### src/rtl/mem_copy_pkg.sv
// Shared types for the memory copy engine: FSM state encoding,
// default widths and the address/data typedefs.
package mem_copy_pkg;

  localparam int W_DEF = 8;
  localparam int A_DEF = 8;

  typedef logic [A_DEF-1:0] addr_t;
  typedef logic [W_DEF-1:0] data_t;

  typedef enum logic [1:0] {
    IDLE  = 2'd0,
    READ  = 2'd1,
    WRITE = 2'd2,
    FIN   = 2'd3
  } state_t;

endpackage

### src/rtl/mem_copy_ptr.sv
// Loadable A-bit address pointer with increment enable.
// Wraps modulo 2**A naturally through unsigned overflow.
module mem_copy_ptr #(
  parameter int A = 8
) (
  input  logic         Clk,
  input  logic         Reset,
  input  logic         load,
  input  logic [A-1:0] load_val,
  input  logic         inc,
  output logic [A-1:0] ptr
);

  localparam logic [A-1:0] PTR_ONE = {{(A-1){1'b0}}, 1'b1};

  // Reset wins, then load, then increment.
  always_ff @(posedge Clk) begin
    if (Reset)     ptr <= '0;
    else if (load) ptr <= load_val;
    else if (inc)  ptr <= ptr + PTR_ONE;
  end

endmodule

### src/rtl/mem_copy_engine.sv
// Memory copy engine: copies Len bytes from SrcAddr to DstAddr one byte
// at a time (READ cycle, then WRITE cycle), ascending addresses, wrapping.
// Optional feature macro: CHECKSUM_EN adds a Checksum output holding the
// modulo-2**W sum of the bytes written by the current copy.
//
// Handshake: Start is a single-cycle request, accepted only when the FSM
// is IDLE; Busy is high while bytes are being moved (READ/WRITE) and Done
// pulses for exactly one cycle afterwards. Start at any other time is dropped.
module mem_copy_engine
  import mem_copy_pkg::*;
#(
  parameter int W = W_DEF,
  parameter int A = A_DEF
) (
  input  logic         Clk,
  input  logic         Reset,
  input  logic         Start,
  input  logic [A-1:0] SrcAddr,
  input  logic [A-1:0] DstAddr,
  input  logic [A:0]   Len,
  output logic [A-1:0] MemRdAddr,
  input  logic [W-1:0] MemRdData,
  output logic [A-1:0] MemWrAddr,
  output logic [W-1:0] MemWrData,
  output logic         MemWriteEn,
  output logic         Busy,
  output logic         Done,
`ifdef CHECKSUM_EN
  output logic [W-1:0] Checksum,
`endif
  output state_t       DbgState
);

  localparam logic [A:0] CNT_ONE = {{A{1'b0}}, 1'b1};

  state_t       state_q, state_d;
  logic [A:0]   cnt_q;
  logic [W-1:0] hold_q;
  logic [A-1:0] rd_addr_q;
  logic [A-1:0] src_ptr, dst_ptr;
  logic         start_ok;
  logic         in_read, in_write;

  assign start_ok = (state_q == IDLE) && Start;
  assign in_read  = (state_q == READ);
  assign in_write = (state_q == WRITE);

  mem_copy_ptr #(.A(A)) u_src_ptr (
    .Clk      (Clk),
    .Reset    (Reset),
    .load     (start_ok),
    .load_val (SrcAddr),
    .inc      (in_read),
    .ptr      (src_ptr)
  );

  mem_copy_ptr #(.A(A)) u_dst_ptr (
    .Clk      (Clk),
    .Reset    (Reset),
    .load     (start_ok),
    .load_val (DstAddr),
    .inc      (in_write),
    .ptr      (dst_ptr)
  );

  // Next-state logic; a count of 1 in WRITE means the last byte is going out.
  always_comb begin
    state_d = state_q;
    unique case (state_q)
      IDLE:    if (Start) state_d = (Len == '0) ? FIN : READ;
      READ:    state_d = WRITE;
      WRITE:   state_d = (cnt_q == CNT_ONE) ? FIN : READ;
      FIN:     state_d = IDLE;
      default: state_d = IDLE;
    endcase
  end

  // State register, byte count, read-data hold and last read address.
  always_ff @(posedge Clk) begin
    if (Reset) begin
      state_q   <= IDLE;
      cnt_q     <= '0;
      hold_q    <= '0;
      rd_addr_q <= '0;
    end else begin
      state_q <= state_d;
      if (start_ok)      cnt_q <= Len;
      else if (in_write) cnt_q <= cnt_q - CNT_ONE;
      if (in_read) begin
        hold_q    <= MemRdData;
        rd_addr_q <= src_ptr;
      end
    end
  end

  // The read address tracks the source pointer only while reading so that
  // it holds the last address used once the copy is over. Reset masks the
  // write strobe so an interrupted copy never writes in the reset cycle.
  assign MemRdAddr  = in_read ? src_ptr : rd_addr_q;
  assign MemWrAddr  = dst_ptr;
  assign MemWrData  = hold_q;
  assign MemWriteEn = in_write && !Reset;
  assign Busy       = in_read || in_write;
  assign Done       = (state_q == FIN);
  assign DbgState   = state_q;

`ifdef CHECKSUM_EN
  logic [W-1:0] sum_q;

  // Running sum of written bytes, restarted by each accepted copy.
  always_ff @(posedge Clk) begin
    if (Reset || start_ok) sum_q <= '0;
    else if (in_write)     sum_q <= sum_q + hold_q;
  end

  assign Checksum = sum_q;
`endif

endmodule
### config.mk
export PLATFORM = sky130hd
export DESIGN_NAME = mem_copy_engine
export DESIGN_NICKNAME = d
export VERILOG_FILES = /design/src/rtl/mem_copy_pkg.sv /design/src/rtl/mem_copy_ptr.sv /design/src/rtl/mem_copy_engine.sv
export SDC_FILE = /design/constraint.sdc
export NUM_CORES = 1
export LEC_CHECK = 0
export BUFFER_PORTS_ARGS = -buffer_cell sky130_fd_sc_hd__buf_4
export CAP_MARGIN = 30
export CORE_MARGIN = 2
export CORE_UTILIZATION = 46
export DETAILED_ROUTE_END_ITERATION = 8
export PLACE_DENSITY = 0.81
export SETUP_SLACK_MARGIN = 0.5
export SYNTH_ARGS = -nofsm -noshare
export SYNTH_HDL_FRONTEND = slang
export SYNTH_HIERARCHICAL = 1
export SYNTH_SLANG_ARGS = --single-unit
### constraint.sdc
create_clock -name Clk -period 1.95 [get_ports Clk]
set_input_delay 0.0975 -clock Clk [delete_from_list [all_inputs] [get_ports Clk]]
set_output_delay 0.0975 -clock Clk [all_outputs]
set_load 0.05 [all_outputs]
# Word-level counts from Yosys, hierarchy flattened
# Cells that the tools add are included.
# Widths: inputs -> output; s select.
dict set report word_totals {
  word_cells 33
  output_inout_bits 29
  register_bits 43
}
dict set report op_classes {
  addsub 3
  n_eq_ne 5
  reduce_logical 8
  muxes 11
}
# op n
set ops {}
lappend ops {{$mux 8} 5}
lappend ops {{$mux 9} 2}
lappend ops {{$add 8x1->8 const B} 2}
lappend ops {{$eq 9x1->1 const B} 1}
lappend ops {{$logic_not 9->1} 1}
lappend ops {{$sub 9x1->9 const B} 1}
lappend ops {{$pmux 2 s4} 1}
lappend ops {{$mux 2} 3}
lappend ops {{$eq 2x2->1 const B} 2}
lappend ops {{$reduce_bool 2->1} 2}
lappend ops {{$eq 2x1->1 const B} 1}
lappend ops {{$logic_and 1x1->1} 2}
lappend ops {{$logic_not 2->1} 1}
lappend ops {{$ne 2x2->1 const B} 1}
lappend ops {{$logic_not 1->1} 1}
lappend ops {{$logic_or 1x1->1} 1}

# Depth between registers and ports, before layout
dict set report logic_depth {
  ltp_word 4
  depth_mapped 8
}

# By module
# Netlist, hierarchy kept.
# mod cells_per_inst n_inst area_each_um2
set modules_own_cells {}
lappend modules_own_cells {mem_copy_engine 135 1 1282.5}
lappend modules_own_cells {mem_copy_ptr 53 2 464.2}

# Least setup slack after synthesis
# No wires, ideal clock.
dict set report synth_timing {
  path_type {register -> register}
  start {reg state_q[0] (netlist: DbgState[0])}
  end {reg rd_addr_q[6]}
  setup_slack_ns -0.469
  stages_incl_launch_ff 6
  required_ns 1.822
  t_arrival_ns 2.291
  setup_time_ns 0.128
  path_cell_list {dfxtp_1 ha_1 clkbuf_1 buf_2 mux2_1 nor2b_1}
}
dict set report synth_between {
  elab_chain_len 2
}
# element line
set synth_rtl {}
lappend synth_rtl {{from (decl)} mem_copy_engine.sv:36} ;# state_t state_q, state_d;
lappend synth_rtl {{from (signal assigned)} mem_copy_engine.sv:86} ;# state_q <= state_d;
lappend synth_rtl {{$eq 2x1->1} mem_copy_engine.sv:45} ;# assign in_read = (state_q == READ);
lappend synth_rtl {{named net in_read} mem_copy_engine.sv:42} ;# logic in_read, in_write;
lappend synth_rtl {{$mux 8} -}
lappend synth_rtl {{named net MemRdAddr[6]} mem_copy_engine.sv:21} ;# output logic [A-1:0] MemRdAddr,
lappend synth_rtl {{to (signal assigned)} mem_copy_engine.sv:91} ;# rd_addr_q <= src_ptr;
lappend synth_rtl {{to (decl)} mem_copy_engine.sv:39} ;# logic [A-1:0] rd_addr_q;
# The timed path passes the listed nets, and every way through them passes these cells.
# A chain may end at the register's enable or synchronous reset.

# Worst setup path in the final report
dict set report layout_timing {
  start {reg state_q[0] (netlist: DbgState[0])}
  end {reg cnt_q[5]}
}
dict set report layout_between {
  word_cells_on_any_way 5
  classes_between {eq/ne (1); mux (1); reduce/logical (3)}
}
# element line
set layout_rtl {}
lappend layout_rtl {{$eq 2x2->1} mem_copy_engine.sv:46} ;# assign in_write = (state_q == WRITE);
lappend layout_rtl {{named net in_write} mem_copy_engine.sv:42}
lappend layout_rtl {{$reduce_bool 2->1 (no line)} -}
lappend layout_rtl {{to (signal assigned)} mem_copy_engine.sv:87} ;# if (start_ok) cnt_q <= Len;
lappend layout_rtl {{to (signal assigned)} mem_copy_engine.sv:88} ;# else if (in_write) cnt_q <= cnt_q - CNT_ONE;
lappend layout_rtl {{to (decl)} mem_copy_engine.sv:37} ;# logic [A:0] cnt_q;
# The timed path passes the listed nets, and every way through them passes these cells.

==> reports/qor.txt <==
Peak supply drop = 0.462 mV
setup TNS = 0 ps
Power Total = 2.96 mW
CP Max Fanout = 4
synth cell count leaders = 43 x dfxtp_1, 31 x nor2_1, 12 x mux2i_1
Worst Path Required = 2160 ps
Worst EP arrival = 2000 ps
unrepaired setup endpoints after global routing = yes
DR iter-0 viols = 143
status = finished, final reports clean
Peak Freq = 557 MHz
Starting Density = 47.1%
Pre-Repair DR Iteration Count = 6
DR WL/cell = 14.6 um
Post-Syn Nets = 286
Post-Syn Area per Cell = 9.17 sq um
Seq/Total Area, Yosys = 38.9%
Post-synth EDFFs = 0
routability cong. = 0.813
skew final = 4.10 ps
CP bufs+invs = 1
# diodes = 0
TritonCTS clock tree = done
Final min period = 1790 ps
Final ANT Viol Nets = 0
mapped cell area = 2210 sq um
asr flop ratio synth = 0%
CP Class = reg -> reg
actual slew at the worst max-slew pin = 488 ps
Pleak = 1.30 nW
first-pass GRT wire length = 8.29 mm
register area = 871 sq um
area occupied by multi-input gates = 1330 sq um
Crit path max-delay family = simple AND/OR/NAND/NOR gates
share of cells above drive strength 1 = 38.6%
initial antenna violation count = 0
Clock Path Buffers = 2
CP max stage delay = 490 ps
Top FF cell, synth = dfxtp_1
vias per cell = 5.61
Num CTS Buffers = 5
vias in the first global route = 1,871
total grt overflow = 0
Die Y = 73.3 um
maxcap violations = 0
Final Hold Viols = 0
clock slew at reported path FFs = 80 ps
filler instances = 396
Yosys top cell by area = dfxtp_1
final setup fails = 0
gr usage total = 19.7%
largest net degree at the start of global routing = 27
pwr/cell area = 957 nW/um^2
crit share post-route = 92.0%
max-slew violation count = 0
via count = 2,103
Hold Path Class = in -> reg
Core Rows = 25
main area contributors after synthesis = dfxtp_1 39%, mux2i_1 5.4%, nor2_1 5.3%, ha_1 5.1%, mux2_1 3.6%
Post-Synthesis Cells = 241
Skew-Pair Late Insertion Delay = 290 ps
DRT Wirelength = 5.46 mm
relative slew slack = 67.2%
Top Ports = 65
Slowest-stage cell, CP = or4b_4
core area = 4690 sq um
Distinct cells, synth = 38
CTS sink count = 43
Startpoint Class = flip-flop
#FFs+latches synth = 43
die area = 5380 sq um
area grow syn2layout = 40.0%
post-detail-place hpwl = 3.55 mm
Die W = 73.3 um
Nets = 365
Syn. warnings = 6
Worst Setup End Kind = flip-flop
DRC = 0
cell with the most instances after synthesis = dfxtp_1
H-tree levels = 2
Port Buffer Count = 64
worst path cell trace = inv_4 > ha_4 > or4b_4 > or4_1 > a311oi_1
CTS Root Cell = clkbuf_8
Synth top area share = 38.9%
## area by class of cell
class	instances	share of cell area, %
Tap cell	54	2.18
Timing Repair Buffer	85	22.3
Sequential cell	43	28.1
Multi-Input combinational cell	174	43.1
Inverter	11	1.50
Clock buffer	6	2.35
Clock inverter	2	0.404
## through the flow
step	util (%)	instance area, sq um	instances	hold WS, ps	setup WS, ps
floorplan	-	2310	241	234	27.2
global placement	59.8	2800	354	332	196
detailed placement	59.8	2800	354	342	103
CTS	64.2	3010	370	31.2	175
global route	65.9	3090	375	44.0	115
finish	65.9	3090	375	34.5	156
## sequential cells by signal, summed over array words and instances, names as in the netlist
| register | flops |
|---|---|
| cnt_q | 9 |
| MemWrData | 8 |
| rd_addr_q | 8 |
| u_dst_ptr/ptr | 8 |
| u_src_ptr/ptr | 8 |
| DbgState | 2 |
## worst min-delay path, cell delays in order
cell and delay [ps]:
buf_4 80, mux2i_1 50, nor2_1 70
## layout by cell type (no fill, tap or decap), drive strengths merged
cell       n
a211oi     9
a21boi     1
a21oi      7
a311oi     7
a31o       1
buf       84
bufbuf     1
clkbuf     6
clkinv     1
clkinvlp   1
dfxtp     43
ha         9
inv       11
mux2      10
mux2i     12
nand2      9
nand2b     1
nand3      7
nand3b     1
nand4      8
nor2      31
nor2b      9
nor3       2
nor3b      7
nor4       2
nor4b      1
o211ai     9
o21a       2
o21ai      3
o31a       2
o31ai      1
or3        4
or3b       2
or4        6
or4b       1
xnor2      1
xor2       9
## layer usage
metal | global-route usage [%] | share of wire (%)
met1 | 26.3 | 43
met2 | 29.9 | 49
met3 | 5.35 | 6.1
met4 | 8.48 | 2.2
met5 | 0 | 0
## logic make-up (layout without fill, tap and decap cells)
family / Yosys count / count (layout) / synth area share (%)
flops: 43 / 43 / 38.9
simple gates: 91 / 91 / 22.3
fa+ha+maj: 9 / 9 / 5.09
buf+inv: 24 / 104 / 5.49
xor+xnor: 10 / 10 / 3.96
compound gates: 42 / 42 / 13.7
mux: 22 / 22 / 10.5
## path summary, 6_finish.rpt
kind	from	endpoint	slack, ps	cells after the start
setup reg to reg	DbgState[0]	cnt_q[5]	160	5
hold reg to reg	MemWrData[0]	MemWrData[0]	500	2
hold / removal	DstAddr[1]	u_dst_ptr/ptr[1]	30	3
setup / recovery	DbgState[0]	cnt_q[5]	160	5
## repair_timing
action	CTS	global route
gates cloned	1	0
pin swaps	14	7
setup endpoints to repair	33	29
resized for setup	10	7
buffers inserted	7	5
hold buffers	0	0
## power breakdown
group          total (mW)  internal [mW]  leakage [nW]  switching (mW)
registers            1.14           1.00         0.355           0.137
logic                1.26          0.558         0.901           0.701
clock network       0.559          0.251        0.0412           0.309
Power figures use the tool's default switching activity.
